<file path="src/rtl/instr_loader.sv">
// instr_loader: byte-stream program loader for the multicycle MIPS instruction
// memory. Accepts a frame of {count_hi, count_lo, N x 4 big-endian data bytes
// [, checksum]} over a valid/ready handshake and writes each assembled 32-bit
// word to consecutive word slots, holding the CPU for the whole load.
// Optional feature macro: LOADER_CHECKSUM_EN (adds the trailing XOR checksum
// byte, the CHK state and the XOR accumulator).
module instr_loader #(
  parameter int WORDS = 1024
) (
  input  logic        clk,
  input  logic        rst_n,
  input  logic        start,
  input  logic        in_valid,
  input  logic [7:0]  in_data,
  output logic        in_ready,
  output logic        mem_we,
  output logic [31:0] mem_addr,
  output logic [31:0] mem_wdata,
  output logic        cpu_hold,
  output logic        done,
  output logic        error
);

  typedef enum logic [2:0] {
    IDLE,
    HDR_HI,
    HDR_LO,
    DATA,
`ifdef LOADER_CHECKSUM_EN
    CHK,
`endif
    DONE,
    ERR
  } state_t;

  // Largest legal word count, widened so WORDS = 65536 would still compare.
  localparam logic [16:0] MAX_N = 17'(WORDS);

  state_t      state;
  logic [7:0]  count_hi;   // first header byte, kept until count_lo arrives
  logic [15:0] last_idx;   // N - 1: index of the final word
  logic [15:0] idx;        // word slot currently being assembled
  logic [1:0]  byte_cnt;   // bytes of the current word already received
  logic [23:0] word_acc;   // upper three bytes of the word being assembled
`ifdef LOADER_CHECKSUM_EN
  logic [7:0]  xor_acc;    // running XOR of every data byte
`endif

  logic        xfer;
  logic [15:0] hdr_n;
  logic        count_ok;

  assign xfer     = in_valid && in_ready;
  assign hdr_n    = {count_hi, in_data};
  assign count_ok = (hdr_n != 16'd0) && ({1'b0, hdr_n} <= MAX_N);

  // Loader FSM with all outputs registered; mem_we defaults to a one-cycle strobe.
  always_ff @(posedge clk or negedge rst_n) begin
    if (!rst_n) begin
      state     <= IDLE;
      count_hi  <= 8'd0;
      last_idx  <= 16'd0;
      idx       <= 16'd0;
      byte_cnt  <= 2'd0;
      word_acc  <= 24'd0;
`ifdef LOADER_CHECKSUM_EN
      xor_acc   <= 8'd0;
`endif
      in_ready  <= 1'b0;
      mem_we    <= 1'b0;
      mem_addr  <= 32'd0;
      mem_wdata <= 32'd0;
      cpu_hold  <= 1'b0;
      done      <= 1'b0;
      error     <= 1'b0;
    end else begin
      mem_we <= 1'b0;
      case (state)
        IDLE, DONE, ERR: begin
          if (start) begin
            state    <= HDR_HI;
            count_hi <= 8'd0;
            last_idx <= 16'd0;
            idx      <= 16'd0;
            byte_cnt <= 2'd0;
            word_acc <= 24'd0;
`ifdef LOADER_CHECKSUM_EN
            xor_acc  <= 8'd0;
`endif
            in_ready <= 1'b1;
            cpu_hold <= 1'b1;
            done     <= 1'b0;
            error    <= 1'b0;
          end
        end

        HDR_HI: begin
          if (xfer) begin
            count_hi <= in_data;
            state    <= HDR_LO;
          end
        end

        HDR_LO: begin
          if (xfer) begin
            if (count_ok) begin
              last_idx <= hdr_n - 16'd1;
              state    <= DATA;
            end else begin
              // Illegal count: stop accepting bytes but keep the core held.
              state    <= ERR;
              in_ready <= 1'b0;
              error    <= 1'b1;
            end
          end
        end

        DATA: begin
          if (xfer) begin
            word_acc <= {word_acc[15:0], in_data};
`ifdef LOADER_CHECKSUM_EN
            xor_acc  <= xor_acc ^ in_data;
`endif
            if (byte_cnt == 2'd3) begin
              mem_we    <= 1'b1;
              mem_addr  <= {14'd0, idx, 2'b00};
              mem_wdata <= {word_acc, in_data};
              byte_cnt  <= 2'd0;
              if (idx == last_idx) begin
                // Final word: the index stays put so it never wraps past WORDS-1.
`ifdef LOADER_CHECKSUM_EN
                state    <= CHK;
`else
                state    <= DONE;
                in_ready <= 1'b0;
                cpu_hold <= 1'b0;
                done     <= 1'b1;
`endif
              end else begin
                idx <= idx + 16'd1;
              end
            end else begin
              byte_cnt <= byte_cnt + 2'd1;
            end
          end
        end

`ifdef LOADER_CHECKSUM_EN
        CHK: begin
          if (xfer) begin
            in_ready <= 1'b0;
            if (in_data == xor_acc) begin
              state    <= DONE;
              cpu_hold <= 1'b0;
              done     <= 1'b1;
            end else begin
              state <= ERR;
              error <= 1'b1;
            end
          end
        end
`endif

        default: begin
          state    <= IDLE;
          in_ready <= 1'b0;
          cpu_hold <= 1'b0;
        end
      endcase
    end
  end

endmodule

</file>
<file path="config.mk">
export PLATFORM = sky130hd
export DESIGN_NAME = instr_loader
export DESIGN_NICKNAME = d
export VERILOG_FILES = /design/src/rtl/instr_loader.sv
export SDC_FILE = /design/constraint.sdc
export NUM_CORES = 1
export LEC_CHECK = 0
export ABC_AREA = 0
export CAP_MARGIN = 20
export CORE_ASPECT_RATIO = 0.5
export CORE_MARGIN = 2
export CORE_UTILIZATION = 59
export CTS_CLUSTER_SIZE = 25
export DETAILED_ROUTE_END_ITERATION = 16
export PLACE_DENSITY = 0.9
export SKIP_LAST_GASP = 1
export SYNTH_ARGS = -nofsm -noshare
export SYNTH_HDL_FRONTEND = slang
export SYNTH_SLANG_ARGS = --single-unit
export TNS_END_PERCENT = 50
</file>
<file path="constraint.sdc">
create_clock -name clk -period 3.3 [get_ports clk]
set_input_delay 0.99 -clock clk [delete_from_list [all_inputs] [get_ports clk]]
set_output_delay 0.99 -clock clk [all_outputs]
set_load 0.02 [all_outputs]
</file>
==> results of run 1 <==
## layer usage
layer	GRT usage	vias up	share of wire
met5	0	-	0
met4	0.1199	0	0.017
met3	0.05577	20	0.062
met2	0.4081	139	0.46
met1	0.3653	2047	0.46
li1	-	1813	-
## registers in the layout (all words and copies together), names as in the netlist, 2 cells and up
| name | cells |
|---|---|
| word_acc | 24 |
| count_hi | 8 |
| mem_addr | 16 |
| mem_wdata | 32 |
| state | 3 |
| last_idx | 16 |
| idx | 16 |
| byte_cnt | 2 |
## per-stage QoR
stage               cell area [um2]  power (uW)
finish                         7004        4639
global route                   7004        4829
CTS                            7004        4646
detailed placement             6367        2658
global placement               6367        2632
floorplan                      5712        2427
## logic make-up (layout without fill, tap and decap cells)
| kind of cell | count (synthesis) | after routing | synth area share |
|---|---|---|---|
| AOI/OAI and AO/OA | 86 | 86 | 0.1204 |
| xor gates and xnor gates | 28 | 28 | 0.04336 |
| adders and majority gates | 4 | 4 | 0.008850 |
| buffers and inverters | 53 | 120 | 0.05597 |
| DFF | 122 | 122 | 0.5398 |
| muxes | 56 | 56 | 0.1097 |
| other | 1 | 16 | 0.0006631 |
| and+or+nand+nor | 122 | 122 | 0.1212 |
## Yosys cell counts (3+ instances only)
cell / instances / share of area
dfrtp_1: 122 / 0.54
mux2_2: 43 / 0.086
nand2_1: 36 / 0.024
a22o_1: 26 / 0.040
buf_4: 19 / 0.025
xor2_1: 19 / 0.029
nand3_1: 15 / 0.013
buf_2: 12 / 0.011
o2bb2ai_1: 12 / 0.019
nor2_1: 11 / 0.0073
inv_1: 10 / 0.0066
o31ai_1: 9 / 0.012
xnor2_1: 9 / 0.014
mux2i_1: 8 / 0.014
o21ai_0: 8 / 0.0071
or4_1: 8 / 0.011
clkbuf_1: 7 / 0.0046
nand4_1: 7 / 0.0077
a21o_1: 6 / 0.0080
a21oi_1: 6 / 0.0053
nand2b_1: 6 / 0.0066
nor3_1: 6 / 0.0053
mux2_1: 5 / 0.010
nor4_1: 5 / 0.0055
and2_1: 4 / 0.0044
buf_6: 4 / 0.0080
ha_1: 4 / 0.0088
o311ai_0: 4 / 0.0062
a31oi_1: 3 / 0.0033
nor2b_1: 3 / 0.0033
## worst max-delay path, stage by stage
cell             delay, ns
clkdlybuf4s50_1       0.57
nor4_4                0.44
nand4_1               0.17
and3_4                0.24
o22ai_4               0.38
o2bb2ai_1             0.20
## layout make-up
class / count / area [um2] / area share
inverters: 10 / 37.54 / 0.005359
clock inverters: 12 / 170.2 / 0.02429
clock buffers: 20 / 466.7 / 0.06663
repair buffers: 78 / 780.7 / 0.1115
multi-input cells: 312 / 2345 / 0.3348
flip-flops and latches: 122 / 3053 / 0.4359
well taps: 121 / 151.4 / 0.02161
## how the worst max path moves through the flow
stage	startpoint	to	slack [ns]	cells after the start
2_1_floorplan	in_data[4]	last_idx[11]	0.87	6
3_3_place_gp	in_data[5]	last_idx[15]	0.30	6
3_5_place_dp	in_data[5]	last_idx[13]	0.26	6
4_1_cts	in_data[5]	last_idx[0]	0.64	6
5_1_grt	in_data[5]	last_idx[0]	0.45	6
6_report	in_data[5]	last_idx[0]	0.62	6
## power groups by stage
stage / Combinational [uW] / Clock [uW] / Sequential, uW
after floorplan: 683 / 0 / 1740
after global placement: 854 / 0 / 1780
after detailed placement: 877 / 0 / 1780
after CTS: 888 / 2000 / 1760
after global routing: 981 / 2070 / 1780
final: 895 / 1980 / 1760
==> qor_table.md, run 1 <==
| Stage | Quantity | Reported |
|:---|:---|:---|
| drt | Via Count | 4,019 |
| clock network | Htree depth | 4 |
| global route | Maximum number of pins on one net before global-route repair | 59 |
| drt | Total detailed-routing wirelength | 12.71 mm |
| worst hold path | Startpoint of the worst hold path | count_hi[7] |
| worst setup path | Category of the worst setup path launch point | input port |
| floorplanning | Number of cell rows | 25 |
| finish | Core utilization of the finished layout | 0.7464 |
| placement | Routability-driven placement congestion ratio | 0.8685 |
| worst setup path | R2R cell count | 4 |
| worst setup path | Arrival @ worst endpoint | 3.00 ns |
| floorplanning | Initial Util | 0.6027 |
| global route | Global-route wire length before repair | 20.57 mm |
| worst setup path | Crit Path Class | input port to flop |
| sta | Tightest slew margin relative to the limit | 0.4851 |
| sta | Final worst-path cycle share | 0.8109 |
| floorplanning | Die height | 73.23 um |
| clock network | Clock Latency Late Sink | 0.42 ns |
| logic synthesis | Post-synthesis async set-or-reset flop share | 1.000 |
| finish | Layout cell share with drive strength beyond 1 | 0.1859 |
| finish | Most common cell after layout, fill and taps aside | dfrtp_1 |
| drt | Count of nets left with antenna violations after detail routing | 0 |
| floorplanning | Top-level port count | 81 |
| power and ir drop | Power per cell area | 662.3 nW/um2 |
| power and ir drop | Switching part of the total power | 0.2982 |
| worst hold path | Worst Hold Path EP | count_hi[7] |
| global route | Initial antenna violation count | 0 |
| floorplanning | Placeable Area | 9384 um2 |
| sta | Final Skew | 0.005795 ns |
| sta | WHS | 0.4620 ns |
| run status | Status | completed |
| worst setup path | Type of element capturing the critical path | flop |
| finish | Net count, final | 557 |
| power and ir drop | Net Switching | 1383 uW |
| floorplanning | Horizontal extent of the die | 142.5 um |
| clock network | Maximum number of buffers from clock root to sink | 2 |
| power and ir drop | Clock power frac | 0.427 |
| sta | Actual transition at the worst max-transition pin | 0.7724 ns |
| finish | Area growth, synth to finish | 23.85% |
| global route | Remaining global-route overflow | 0 |
| drt | Drt initial violations | 285 |
| logic synthesis | Synthesized area per cell | 11.98 um2 |
| placement | DPL Wire Length | 8.245 mm |
| worst hold path | Number of instances on the worst hold path | 2 |
| worst hold path | Tightest Hold Check Type | flop to flop |
| clock network | Total number of clock tree sinks | 122 |
| power and ir drop | Fraction of power consumed by sequential logic | 0.380 |
| worst setup path | Reg-to-reg critical path startpoint | state[1] |
| power and ir drop | LEAKAGE | 0.003373 uW |
| worst setup path | Worst r2r dst | byte_cnt[0] |
| clock network | Post-CTS Repair Setup Buffers | 0 |
| logic synthesis | Post-Syn Area | 5655 um2 |
| power and ir drop | Worst supply voltage drop on vdd | 0.0004407 V |
| worst setup path | Critical path peak fanout | 16 |
| placement | Placement Setup Slack | 0.2570 ns |
| global route | Via count of the first global-routing pass | 3,865 |
| sta | Count of endpoints failing setup in the final report | 0 |
| worst setup path | Data required time at the worst endpoint | 3.62 ns |
| finish | Antenna cell count | 0 |
| sta | Post-layout worst setup margin | 0.6239 ns |
| floorplanning | Area enclosed by the die boundary | 10,430 um2 |
| drt | Via/cell ratio | 5.954 |
| sta | Final Critical Period | 2.676 ns |
| placement | Dpl cells | 643 |
| clock network | Clock tree from TritonCTS | done |
| logic synthesis | Unique masters post-synth | 59 |
| sta | Unrepaired setup endpoints after global routing | no |
| drt | 1st-pass router iterations | 5 |
| sta | FMAX | 0.3737 GHz |
| logic synthesis | Commonest register cell after synthesis | dfrtp_1 |
| logic synthesis | Number of synthesized register bits | 122 |
| finish | Highest-count cells in the layout ignoring fill and taps | 122 x dfrtp_1, 63 x clkdlybuf4s50_1, 43 x mux2_2 |
| clock network | Cell at the root of the clock tree | clkbuf_16 |
| power and ir drop | Share of total power in combinational logic | 0.193 |
| sta | Summed negative setup slack over all endpoints | 0 ns |
| sta | Max-slew violation count | 0 |
| power and ir drop | Cell internal pwr | 3256 uW |
| placement | Port Buf Inserts | 64 |
| finish | Fillcell total | 590 |
| clock network | CTS Hold Bufs | 0 |
| job | Count of maximum capacitance violations | 0 |
| logic synthesis | Mapped Cells | 472 |
| logic synthesis | Number of flops mapped to enable cells by yosys | 0 |
| drt | DRC violation count after routing | 0 |
| logic synthesis | Part of the Yosys area used for sequential elements | 0.5398 |
| clock network | CTS clock-pin slew for the worst setup and hold paths | 0.05 ns |
| drt | Routed wirelength normalized by instance count | 18.82 um |
| clock network | Cts repair resizes | 0 |
| clock network | Number of CTS-inserted buffers | 17 |
| logic synthesis | Warnings, synthesis | 0 |
| global route | All-layer global routing usage | 0.2638 |
| sta | Final count of hold timing violations | 0 |
| worst setup path | Slack of the worst reg-to-reg path | 1.05 ns |
| finish | Non-filler instance count after layout | 675 |
No activity file was read; power rests on OpenSTA's default activity.
==> run 2: changes to the inputs <==
CORE_UTILIZATION = 55   (was 59)
PLACE_DENSITY = 0.85   (was 0.9)
clock period = 2.61 ns   (was 3.3 ns; I/O delays follow)
==> qor_table.md, run 2 (synthesis results as in run 1) <==
| Stage | Quantity | Reported | Delta |
|:---|:---|:---|:---|
| power and ir drop | Worst supply voltage drop on vdd | 0.0005438 V | +23% |
| global route | Global-route wire length before repair | 20.77 mm | +0.98% |
| power and ir drop | LEAKAGE | 0.003456 uW | +2.5% |
| worst setup path | Crit Path Class | input port to flop |  |
| floorplanning | Die height | 75.71 um | +3.4% |
| floorplanning | Initial Util | 0.5590 | -0.04368 |
| worst setup path | Reg-to-reg critical path startpoint | state[0] |  |
| power and ir drop | Clock power frac | 0.414 | -0.013 |
| finish | Layout cell share with drive strength beyond 1 | 0.2139 | +0.02799 |
| drt | Via/cell ratio | 5.692 | -4.4% |
| clock network | Maximum number of buffers from clock root to sink | 2 | unchanged |
| global route | All-layer global routing usage | 0.2447 | -0.01907 |
| floorplanning | Area enclosed by the die boundary | 11,160 um2 | +7.0% |
| sta | FMAX | 0.4274 GHz |  |
| floorplanning | Top-level port count | 81 | unchanged |
| finish | Fillcell total | 719 | +22% |
| worst setup path | Critical path peak fanout | 16 | unchanged |
| finish | Flip-flop count of the largest register after layout | 32 | unchanged |
| clock network | Clock Latency Late Sink | 0.42 ns | about the same |
| power and ir drop | Fraction of power consumed by sequential logic | 0.378 | -0.002 |
| run status | Status | completed |  |
| drt | DRC violation count after routing | 0 | unchanged |
| finish | Antenna cell count | 0 | unchanged |
| sta | Count of endpoints failing setup in the final report | 0 | unchanged |
| sta | Unrepaired setup endpoints after global routing | no |  |
| clock network | Number of CTS-inserted buffers | 17 | unchanged |
| sta | Final Skew | 0.009421 ns | +0.003626 ns |
| sta | Tightest slew margin relative to the limit | 0.5905 | +0.1054 |
| sta | Max-slew violation count | 0 | unchanged |
| power and ir drop | Share of total power in combinational logic | 0.208 | +0.015 |
| sta | Actual transition at the worst max-transition pin | 0.6143 ns | -0.1582 ns |
| finish | Area of all placed cells without fillers | 7152 um2 | +2.1% |
| floorplanning | Placeable Area | 10,120 um2 | +7.8% |
| finish | Largest registers | mem_wdata (32), word_acc (24) |  |
| worst setup path | Category of the worst setup path launch point | input port |  |
| job | Count of maximum capacitance violations | 0 | unchanged |
| drt | Count of nets left with antenna violations after detail routing | 0 | unchanged |
| sta | Summed negative setup slack over all endpoints | 0 ns | unchanged |
| worst setup path | Timing startpoint of the critical path | in_data[4] |  |
| power and ir drop | Switching part of the total power | 0.3146 | +0.01642 |
| finish | Area used by sequential logic in the layout | 3053 um2 | unchanged |
| global route | Maximum number of pins on one net before global-route repair | 48 | -19% |
| global route | Via count of the first global-routing pass | 3,959 | +2.4% |
| sta | Final Critical Period | 2.339 ns |  |
| placement | Routability-driven placement congestion ratio | 0.8889 | +2.3% |
| floorplanning | Number of cell rows | 26 | +4.0% |
| worst setup path | CP Capture Point | last_idx[10] |  |
| finish | Highest-count cells in the layout ignoring fill and taps | 122 x dfrtp_1, 63 x clkdlybuf4s50_1, 43 x mux2_2 |  |
| global route | Met2 capacity usage during global routing | 0.3889 | -0.01923 |
| worst setup path | Data required time at the worst endpoint | 2.93 ns | -0.69 ns |
| finish | Register ranked first by flip-flop count | mem_wdata |  |
| worst setup path | R2R cell count | 5 | +1 |
| placement | Placement Cell Area | 6536 um2 | +2.7% |
| worst setup path | Largest delay share family, worst path | simple AND/OR/NAND/NOR gates |  |
| worst setup path | Sum of buffers and inverters on the critical path | 1 | unchanged |
| sta | Final count of hold timing violations | 0 | unchanged |
| global route | Met1 Resource Use GR | 0.3369 | -0.02844 |
| drt | Drt initial violations | 337 | +18% |
| drt | Total detailed-routing wirelength | 12.79 mm | +0.65% |
| finish | Most common cell after layout, fill and taps aside | dfrtp_1 |  |
| global route | Global routing's busiest layer | met2 |  |
| power and ir drop | Net Switching | 1855 uW | +34% |
| power and ir drop | Cell internal pwr | 4041 uW | +24% |
| clock network | Total number of clock tree sinks | 122 | unchanged |
| drt | Routed wirelength normalized by instance count | 17.89 um | -5.0% |
| clock network | Clock tree from TritonCTS | done |  |
| global route | Initial antenna violation count | 0 | unchanged |
| clock network | Cell at the root of the clock tree | clkbuf_16 |  |
| global route | Remaining global-route overflow | 0 | unchanged |
| worst setup path | Slowest CP cell | clkdlybuf4s50_1 |  |
| worst setup path | Worst r2r dst | idx[12] |  |
| worst setup path | Type of element capturing the critical path | flop |  |
| worst hold path | Tightest Hold Check Type | input port to async pin |  |
| clock network | Htree depth | 4 | unchanged |
| worst setup path | Arrival @ worst endpoint | 2.66 ns | -0.34 ns |
| global route | Met3 layer usage reported by global route | 0.07066 | +0.01488 |
| worst setup path | Slack of the worst reg-to-reg path | 0.43 ns | -0.62 ns |
| floorplanning | Horizontal extent of the die | 147.4 um | +3.5% |
| worst setup path | Logic depth of the worst path, buffers included | 6 | unchanged |
| placement | DPL Wire Length | 8.681 mm | +5.3% |
| worst setup path | List of cells traversed by the critical path | clkdlybuf4s50_1 -> nor4_4 -> nand4_1 -> and3_4 -> o22ai_4 -> o2bb2ai_1 |  |
| sta | Final worst-path cycle share | 0.8964 |  |
| clock network | CTS Hold Bufs | 0 | unchanged |
| finish | Area growth, synth to finish | 26.46% |  |
| finish | Area used by multi-input combinational logic | 2345 um2 | unchanged |
| drt | 1st-pass router iterations | 6 | +1 |
| finish | Net count, final | 578 | +3.8% |
| placement | Port Buf Inserts | 64 | unchanged |
| drt | Via Count | 4,070 | +1.3% |
| clock network | CTS clock-pin slew for the worst setup and hold paths | 0.06 ns | about the same |
| clock network | Post-CTS Repair Setup Buffers | 0 | unchanged |
| clock network | Cts repair resizes | 0 | unchanged |
| power and ir drop | Power per cell area | 824.3 nW/um2 | +24% |
| worst setup path | Biggest cell delay along the critical path | 0.52 ns | -0.05 ns |
## run 2: cell types whose count changed in the layout (fill, tap and decap cells not counted), moves of 2 or more
| cell | change |
|---|---|
| clkinv_4 | +3 |
| clkinv_2 | -4 |
| clkbuf_8 | -3 |
| clkinvlp_4 | -2 |
| inv_6 | +5 |
| buf_4 | +22 |
## run 2: power groups by stage
stage / sequential (uW) / combinational [uW] / clock [uW]
after floorplan: 2210 / 864 / 0
after global placement: 2260 / 1180 / 0
after detailed placement: 2250 / 1200 / 0
after CTS: 2220 / 1220 / 2480
after global routing: 2250 / 1350 / 2550
final: 2230 / 1230 / 2440
## run 2: per-stage QoR
stage          hold slack, ns  instances  power, uW    util  setup WS (ns)
3_3_place_gp           0.4604        683       3440  0.6461        -0.1060
5_1_grt                0.4252        715       6160  0.7069         0.1788
3_5_place_dp           0.4610        683       3457  0.6461        -0.1660
2_1_floorplan          0.4317        487       3069       -         0.3913
4_1_cts                0.3944        715       5919  0.7069         0.2785
6_report               0.3796        715       5895  0.7069         0.2705
## run 2: worst reg2reg max path: stages (launching register included)
cell	delay [ns]
dfrtp_1	0.52
and3b_1	0.45
a22oi_2	0.27
nand2b_1	0.25
or4_1	0.43
mux2i_1	0.17
## run 2: worst min-delay path by stage
stage | startpoint | endpoint | slack, ns | cells after the start
3_3_place_gp | count_hi[7] | count_hi[7] | 0.46 | 2
6_report | rst_n | mem_we | 0.38 | 1
4_1_cts | rst_n | mem_we | 0.39 | 1
2_1_floorplan | count_hi[7] | count_hi[7] | 0.43 | 2
5_1_grt | rst_n | mem_we | 0.43 | 1
3_5_place_dp | count_hi[7] | count_hi[7] | 0.46 | 2
## run 2: cell type report
class | count | area share
well taps | 140 | 0.02449
repair buffers | 99 | 0.1295
multi-input cells | 312 | 0.3279
clock inverters | 14 | 0.02607
flip-flops and latches | 122 | 0.4269
clock buffers | 18 | 0.06001
inverters | 10 | 0.005248
## run 2: layer usage
metal	wire [um]	up-vias
li1	-	1874
met1	5877	2032
met2	5986	152
met3	795	12
met4	129	0
met5	0	-
==> run 3: changes to the inputs <==
ABC_AREA = not set   (was 0)
REMOVE_ABC_BUFFERS = 1   (was not set)
==> qor_table.md, run 3 (synthesis results as in run 1) <==
| Stage | Quantity | Reported | Delta |
|:---|:---|:---|:---|
| drt | Via/cell ratio | 5.800 | +1.9% |
| clock network | CTS Hold Bufs | 0 | unchanged |
| global route | Initial antenna violation count | 0 | unchanged |
| worst setup path | Crit Path Class | input port to flop |  |
| finish | Antenna cell count | 0 | unchanged |
| clock network | Clock Latency Late Sink | 0.42 ns | about the same |
| worst hold path | Tightest Hold Check Type | input port to async pin |  |
| power and ir drop | Power per cell area | 845.3 nW/um2 | +2.5% |
| finish | Area growth, synth to finish | 27.43% |  |
| worst setup path | R2R cell count | 5 | unchanged |
| finish | Most common cell after layout, fill and taps aside | dfrtp_1 |  |
| sta | Final worst-path cycle share | 0.9104 | +0.01409 |
| floorplanning | Area enclosed by the die boundary | 11,160 um2 | unchanged |
| placement | Port Buf Inserts | 64 | unchanged |
| clock network | Htree depth | 4 | unchanged |
| job | Count of maximum capacitance violations | 0 | unchanged |
| clock network | Cts repair resizes | 0 | unchanged |
| placement | Placement Cell Area | 6556 um2 | +0.31% |
| floorplanning | Die height | 75.71 um | unchanged |
| worst setup path | Slowest CP cell | clkdlybuf4s50_1 |  |
| worst setup path | Arrival @ worst endpoint | 2.70 ns | +0.04 ns |
| finish | Largest registers | mem_wdata (32), word_acc (24) |  |
| drt | Total detailed-routing wirelength | 13.12 mm | +2.6% |
| sta | FMAX | 0.4208 GHz | -1.5% |
| global route | Remaining global-route overflow | 0 | unchanged |
| worst setup path | Category of the worst setup path launch point | input port |  |
| sta | Actual transition at the worst max-transition pin | 0.6321 ns | +0.01790 ns |
| finish | Register ranked first by flip-flop count | mem_wdata |  |
| worst setup path | Data required time at the worst endpoint | 2.93 ns | about the same |
| clock network | CTS clock-pin slew for the worst setup and hold paths | 0.05 ns | about the same |
| placement | DPL Wire Length | 8.682 mm | about the same |
| drt | Routed wirelength normalized by instance count | 18.32 um | +2.4% |
| finish | Fillcell total | 692 | -3.8% |
| floorplanning | Top-level port count | 81 | unchanged |
| clock network | Number of CTS-inserted buffers | 17 | unchanged |
| clock network | Maximum number of buffers from clock root to sink | 2 | unchanged |
| power and ir drop | Worst supply voltage drop on vdd | 0.0005811 V | +6.9% |
| placement | Routability-driven placement congestion ratio | 0.9283 | +4.4% |
| floorplanning | Placeable Area | 10,120 um2 | unchanged |
| clock network | Cell at the root of the clock tree | clkbuf_16 |  |
| drt | 1st-pass router iterations | 5 | -1 |
| sta | Final Critical Period | 2.376 ns | +0.03677 ns |
| sta | Final Skew | 0.01119 ns | +0.001766 ns |
| drt | Count of nets left with antenna violations after detail routing | 0 | unchanged |
| sta | Max-slew violation count | 0 | unchanged |
| clock network | Clock tree from TritonCTS | done |  |
| floorplanning | Initial Util | 0.5590 | unchanged |
| global route | Global-route wire length before repair | 20.73 mm | -0.20% |
| finish | Highest-count cells in the layout ignoring fill and taps | 122 x dfrtp_1, 63 x clkdlybuf4s50_1, 43 x mux2_2 |  |
| drt | DRC violation count after routing | 0 | unchanged |
| finish | Area of all placed cells without fillers | 7207 um2 | +0.77% |
| floorplanning | Number of cell rows | 26 | unchanged |
| global route | Maximum number of pins on one net before global-route repair | 50 | +4.2% |
| global route | All-layer global routing usage | 0.2465 | +0.001742 |
| worst setup path | Biggest cell delay along the critical path | 0.45 ns | -0.07 ns |
| clock network | Total number of clock tree sinks | 122 | unchanged |
| finish | Net count, final | 579 | +0.17% |
| run status | Status | completed |  |
| clock network | Post-CTS Repair Setup Buffers | 0 | unchanged |
| sta | Final count of hold timing violations | 0 | unchanged |
| sta | Count of endpoints failing setup in the final report | 0 | unchanged |
| finish | Non-filler instance count after layout | 716 | +0.14% |
| finish | Core utilization of the finished layout | 0.7123 | +0.005441 |
| drt | Drt initial violations | 382 | +13% |
| worst setup path | List of cells traversed by the critical path | clkdlybuf4s50_1 -> buf_4 -> nor4_4 -> nand4_1 -> and3_4 -> o22ai_4 -> o2bb2ai_1 |  |
| sta | Tightest slew margin relative to the limit | 0.5786 | -0.01193 |
| sta | Unrepaired setup endpoints after global routing | no |  |
| power and ir drop | LEAKAGE | 0.003487 uW | +0.89% |
| placement | Dpl cells | 684 | +0.15% |
| floorplanning | Horizontal extent of the die | 147.4 um | unchanged |
| finish | Flip-flop count of the largest register after layout | 32 | unchanged |
| drt | Via Count | 4,153 | +2.0% |
| finish | Layout cell share with drive strength beyond 1 | 0.2170 | +0.003101 |
| global route | Via count of the first global-routing pass | 3,925 | -0.86% |
| worst setup path | Critical path peak fanout | 16 | unchanged |
| worst setup path | Type of element capturing the critical path | flop |  |
run 3: cell count changes in the layout (fill, tap and decap cells not counted), sizes merged:
cell / change
buf: +1
clkinvlp: +1
bufinv: +2
clkbuf: +1
inv: -6
clkinv: +2
run 3: per-stage QoR:
| step | setup TNS [ns] | hold slack [ns] | worst slack [ns] | power [uW] |
|---|---|---|---|---|
| 2_1_floorplan | -31.46 | 0.4317 | -0.6812 | 2969 |
| 3_3_place_gp | -1.147 | 0.4509 | -0.09124 | 3419 |
| 3_5_place_dp | -2.196 | 0.4756 | -0.1620 | 3455 |
| 4_1_cts | 0 | 0.3966 | 0.2502 | 6082 |
| 5_1_grt | 0 | 0.4281 | 0.09598 | 6331 |
| 6_report | 0 | 0.3863 | 0.2337 | 6092 |
run 3: final cells by class:
class	count	area, um2	area share
Sequential cell	122	3053	0.4236
Tap cell	140	175.2	0.02431
Clock buffer	19	452.9	0.06285
Clock inverter	13	197.7	0.02743
Inverter	10	37.54	0.005208
Multi-Input combinational cell	312	2345	0.3253
Timing Repair Buffer	100	945.9	0.1313
run 3: final timing paths:
path                             start           end  slack, ns
setup / recovery            in_data[5]   last_idx[0]       0.23
hold / removal                   rst_n  mem_wdata[6]       0.39
setup reg to reg              state[0]        idx[4]       0.37
hold reg to reg            count_hi[7]   count_hi[7]       0.49
max in group asynchronous        rst_n   count_hi[0]       1.52
min in group clk           count_hi[7]   count_hi[7]       0.49
run 3: worst max-delay path, delay by kind of cell:
kind / cells / cell delay, ns
AO/OA/AOI/OAI: 2 / 0.57
buffers and inverters: 2 / 0.61
AND/OR/NAND/NOR: 3 / 0.73
run 3: power breakdown:
group	internal (uW)	switching, uW
Sequential	2050	195
Combinational	472	790
Clock	1730	853
Total	4260	1840
run 3: metal layers:
layer  track usage  wire length [um]  vias up
li1              -                 -     1871
met1        0.3250              5970     2084
met2        0.4097              6189      179
met3       0.06527               772       19
met4       0.08333               184        0
met5             0                 0        -
